**config.mk**
```make
export PLATFORM = sky130hd
export DESIGN_NAME = tdm_demux_collector
export DESIGN_NICKNAME = d
export VERILOG_FILES = /design/src/rtl/tdm_pkg.sv /design/src/rtl/tdm_chan_shreg.sv /design/src/rtl/tdm_demux_collector.sv
export SDC_FILE = /design/constraint.sdc
export NUM_CORES = 1
export LEC_CHECK = 0
export CAP_MARGIN = 10
export CORE_ASPECT_RATIO = 1.75
export CORE_MARGIN = 1.5
export CORE_UTILIZATION = 50
export DETAILED_ROUTE_END_ITERATION = 16
export PLACE_DENSITY = 0.86
export SYNTH_ARGS = -nofsm -noshare
export SYNTH_HDL_FRONTEND = slang
export SYNTH_SLANG_ARGS = --single-unit
```
**constraint.sdc**
```tcl
create_clock -name clk -period 6.5 [get_ports clk]
set_clock_uncertainty 0.1 [all_clocks]
set_input_delay 1.95 -clock clk [delete_from_list [all_inputs] [get_ports clk]]
set_output_delay 1.95 -clock clk [all_outputs]
set_load 0.01 [all_outputs]
```
**src/rtl/tdm_pkg.sv**
```systemverilog
`default_nettype none
// ============================================================================
//  Module      : tdm_pkg
//  Description : Shared constants and types for the TDM demux collector.
//  Revision    : 1.0 - initial release
// ============================================================================
package tdm_pkg;

    localparam int NUM_CH = 4;

    typedef logic [1:0] slot_t;

    localparam slot_t SLOT0 = 2'b00;
    localparam slot_t SLOT1 = 2'b01;
    localparam slot_t SLOT2 = 2'b10;
    localparam slot_t SLOT3 = 2'b11;

    // Bit-counter width; a 2-bit word still needs one counter bit.
    function automatic int cnt_width(input int w);
        return (w > 2) ? $clog2(w) : 1;
    endfunction

endpackage
`default_nettype wire

```
**src/rtl/tdm_chan_shreg.sv**
```systemverilog
`default_nettype none
// ============================================================================
//  Module      : tdm_chan_shreg
//  Description : Per-channel serial-to-parallel shift register, MSB first.
//  Revision    : 1.0 - initial release
// ============================================================================
module tdm_chan_shreg #(
    parameter int WIDTH = 8
) (
    input  logic             clk,
    input  logic             rst,
    input  logic             shift_en,
    input  logic             serial_in,
    output logic [WIDTH-1:0] par_out
);

    always_ff @(posedge clk or posedge rst) begin
        if (rst) begin
            par_out <= '0;
        end else if (shift_en) begin
            par_out <= {par_out[WIDTH-2:0], serial_in};
        end
    end

endmodule
`default_nettype wire

```
**src/rtl/tdm_demux_collector.sv**
```systemverilog
`default_nettype none
// ============================================================================
//  Module      : tdm_demux_collector
//  Description : Drives 1:4 demux selects round-robin, assembles each channel
//                into a word and presents whole frames over valid/ready.
//  Revision    : 1.0 - initial release
// ============================================================================
module tdm_demux_collector
    import tdm_pkg::*;
#(
    parameter int WIDTH = 8
) (
    input  logic             clk,
    input  logic             rst,
    input  logic             en,
    input  logic             y0,
    input  logic             y1,
    input  logic             y2,
    input  logic             y3,
    output logic             s1,
    output logic             s0,
    input  logic             out_ready,
    output logic             frame_valid,
    output logic [WIDTH-1:0] ch0,
    output logic [WIDTH-1:0] ch1,
    output logic [WIDTH-1:0] ch2,
    output logic [WIDTH-1:0] ch3,
    output logic             overrun
);

    localparam int            BW       = cnt_width(WIDTH);
    localparam logic [BW-1:0] BIT_LAST = BW'(WIDTH - 1);

    slot_t             slot;
    logic [BW-1:0]     bit_cnt;
    logic [NUM_CH-1:0] y_vec;
    logic [WIDTH-1:0]  sr [NUM_CH];
    logic [WIDTH-1:0]  ch3_word;
    logic              frame_done;

    assign y_vec   = {y3, y2, y1, y0};
    assign {s1, s0} = slot;

    generate
        for (genvar k = 0; k < NUM_CH; k++) begin : g_chan
            tdm_chan_shreg #(
                .WIDTH (WIDTH)
            ) u_shreg (
                .clk       (clk),
                .rst       (rst),
                .shift_en  (en && (slot == slot_t'(k))),
                .serial_in (y_vec[k]),
                .par_out   (sr[k])
            );
        end
    endgenerate

    assign frame_done = en && (slot == SLOT3) && (bit_cnt == BIT_LAST);

    // Channel 3's last bit is still in flight on the completing edge.
    assign ch3_word = {sr[3][WIDTH-2:0], y3};

    always_ff @(posedge clk or posedge rst) begin
        if (rst) begin
            slot    <= SLOT0;
            bit_cnt <= '0;
        end else if (en) begin
            slot <= slot + 2'd1;
            if (slot == SLOT3) begin
                bit_cnt <= (bit_cnt == BIT_LAST) ? '0 : bit_cnt + 1'b1;
            end
        end
    end

    always_ff @(posedge clk or posedge rst) begin
        if (rst) begin
            ch0         <= '0;
            ch1         <= '0;
            ch2         <= '0;
            ch3         <= '0;
            frame_valid <= 1'b0;
            overrun     <= 1'b0;
        end else if (frame_done) begin
            if (!frame_valid || out_ready) begin
                ch0         <= sr[0];
                ch1         <= sr[1];
                ch2         <= sr[2];
                ch3         <= ch3_word;
                frame_valid <= 1'b1;
            end else begin
                overrun <= 1'b1;
            end
        end else if (frame_valid && out_ready) begin
            frame_valid <= 1'b0;
        end
    end

endmodule
`default_nettype wire

```
==> results.sh <==
export IMPL_ys_seq_area_share_pct=60.92
export IMPL_hold_viol_final=0
export IMPL_place_congestion=0.7141
export IMPL_placed_cell_area_mm2=0.003328
export IMPL_syn_nets=180
export IMPL_yosysMostFrequentCell="dfrtp_1"
export IMPL_io_buffer_count=43
export IMPL_vias=1421
export IMPL_yosys_warnings=0
export IMPL_async_flop_share_pct=100.0
export IMPL_tightest_slew_ns=0.8311
export IMPL_drv_slew=0
export IMPL_avgViaCountPerCell=4.801
export IMPL_design_area_mm2=0.003517
export IMPL_initialDrtViolationCount=17
export IMPL_worstPathRequired_ns=6.62
export IMPL_htree_levels=3
export IMPL_status="finished, final reports clean"
export IMPL_core_area_mm2=0.005540
export IMPL_clk_path_buf_depth=2
export IMPL_n_antenna_cell=0
export IMPL_path_class="primary input to flip-flop"
export IMPL_dieArea_mm2=0.006232
export IMPL_rsz0062_at_grt="false"
export IMPL_pin_count=44
export IMPL_end_kind="flip-flop"
export IMPL_yosysTopAreaCellShare_pct=60.92
export IMPL_grt_max_degree=71
export IMPL_wl_per_cell_um=14.87
export IMPL_ant_nets=0
export IMPL_ctsHoldBuffers=0
export IMPL_cts_sinks=70
export IMPL_fp_dieH_um=103.3
export IMPL_critPathLaunchType="primary input"
export IMPL_setup_violations_final=0
export IMPL_postCtsResizedCells=0
export IMPL_syn_inst=166
export IMPL_synth_area_per_cell_um2=17.32
export IMPL_synthFlopType="dfrtp_1"
export IMPL_gr_total_overflow=0
export IMPL_cts_buffers=9
export IMPL_worstHoldStart="g_chan[2].u_shreg.par_out[7]$_DFFE_PP0P_"
export IMPL_yosys_register_bits=70
export IMPL_netlist_area_mm2=0.002875
export IMPL_arrival_ns=4.03
export IMPL_area_delta_synth_final_pct=22.32
export IMPL_rows=36
export IMPL_r2r_end="ch0[5]$_DFFE_PP0P_"
export IMPL_start_util_pct=51.90
export IMPL_cts_setup_buffers=0
export IMPL_root_buffer="clkbuf_8"
export IMPL_hp_class="flip-flop to flip-flop"
export IMPL_synth_top_family_by_area="multiplexers"
export IMPL_nets=230
export IMPL_ir_worst_vdd_v=0.0002179
export IMPL_relSlewSlack_pct=44.59
export IMPL_synth_cell_types=18
export IMPL_clk_latency_ns=0.33
export IMPL_synth_xor_area_share_pct=0.3046
export IMPL_drive_above_1_share_pct=38.18
export IMPL_clk_pin_slew_ns=0.07
export IMPL_r2r_cells=6
export IMPL_yosys_area_top_type="dfrtp_1"
export IMPL_post_route_period_util_pct=60.09
export IMPL_wirelength_um=4401
export IMPL_die_w_um=60.33
export IMPL_power_density_mw_per_mm2=385.8
export IMPL_cts_tree="built"
export IMPL_rrSetupSlack_ns=4.12
export IMPL_grt_use_total_pct=17.00
export IMPL_cap_violations=0
export IMPL_synth_fa_ha_area_share_pct=2.611
export IMPL_grt_pass1_wl_um=7458
export IMPL_setup_tns_ns=0
export IMPL_first_global_vias=1572
export IMPL_synth_edf_count=0
export IMPL_antenna_found_initial=0
export IMPL_netlist_top_cells_area="dfrtp_1 (61%), mux2_4 (16%), mux2_2 (13%), ha_1 (2.6%), buf_12 (2.1%)"
export IMPL_synth_area_mux_share_pct=28.98
export IMPL_path_max_fanout=20
export IMPL_fin_crit_ns=3.906
export IMPL_hold_end="ch2[7]$_DFFE_PP0P_"
export IMPL_p_leak_nw=1.650
export IMPL_hold_path_depth=1
export IMPL_timing_rr_start="bit_cnt[0]$_DFFE_PP0P_"
export IMPL_synth_compound_area_share_pct=0.8703
export IMPL_synthTopCellsByCount="dfrtp_1 (70), mux2_2 (34), mux2_4 (30), nand2_1 (7), ha_1 (6)"
export IMPL_yosys_area_share_simple_pct=2.872
export IMPL_firstDrtPassIters=3
export IMPL_drc_errors=0
export IMPL_fmax_mhz=256.0
flip-flops by register name, summed over array words and instances, names as in the netlist:
name / cells
g_chan.u_shreg.par_out: 31
ch0: 8
ch2: 8
overrun: 1
frame_valid: 1
ch3: 8
bit_cnt: 3
slot: 2
ch1: 8
through the flow:
stage | std cells | hold WS, ns | setup WS [ns] | utilization [%] | power (mW)
after floorplan | 166 | 0.3538 | 2.682 | - | 0.8947
final | 296 | 0.4077 | 2.594 | 63.48 | 1.357
after global routing | 296 | 0.4177 | 2.496 | 63.48 | 1.440
after detailed placement | 281 | 0.3798 | 2.238 | 60.07 | 1.035
after global placement | 281 | 0.3664 | 2.293 | 60.07 | 1.013
after CTS | 296 | 0.4057 | 2.597 | 63.48 | 1.378
cell families after synthesis:
| group | after synthesis |
|---|---|
| mux | 64 |
| buf+inv | 9 |
| xor+xnor | 1 |
| compound gates | 4 |
| flops | 70 |
| simple gates | 12 |
| fa+ha+maj | 6 |
final cells by class:
type	count	area, um^2
fillers	394	2023
clock buffers	11	141.4
multi-input cells	87	1025
well taps	76	95.09
inverters	3	11.26
clock inverters	4	47.55
flip-flops and latches	70	1752
repair buffers	45	445.4
cell usage in the layout, fill, tap and decap left out, types with 2 or more instances in the layout:
master            n
nand2_1           7
inv_1             2
clkinv_2          2
mux2_4           30
clkdlybuf4s50_1  43
mux2_2           34
buf_4             2
ha_1              6
o21ai_0           2
clkbuf_8         10
dfrtp_1          70
worst max-delay path by stage:
stage / startpoint / endpoint / slack, ns / cells after the start
finish: en / ch0[5]$_DFFE_PP0P_ / 2.59 / 5
CTS: en / ch0[5]$_DFFE_PP0P_ / 2.60 / 5
global placement: en / ch0[5]$_DFFE_PP0P_ / 2.29 / 5
floorplan: rst / bit_cnt[0]$_DFFE_PP0P_ / 2.68 / 1
detailed placement: en / ch0[5]$_DFFE_PP0P_ / 2.24 / 5
global route: en / ch0[5]$_DFFE_PP0P_ / 2.50 / 5
critical path: stages:
cell,delay (ns)
clkdlybuf4s50_1,0.66
nand3_4,0.14
nor2b_4,0.46
buf_4,0.43
mux2_2,0.38
power by group:
part / total (mW) / internal, mW / switching, mW
Combinational: 0.351 / 0.228 / 0.123
Sequential: 0.673 / 0.575 / 0.0977
Clock: 0.333 / 0.184 / 0.149
per-layer routing:
layer / global-route usage [%] / part of all wire, %
met5: 0 / 0
met4: 8.718 / 2.3
met3: 6.468 / 4.0
met2: 27.17 / 52
met1: 19.56 / 41
(Power assumes the default switching activity.)
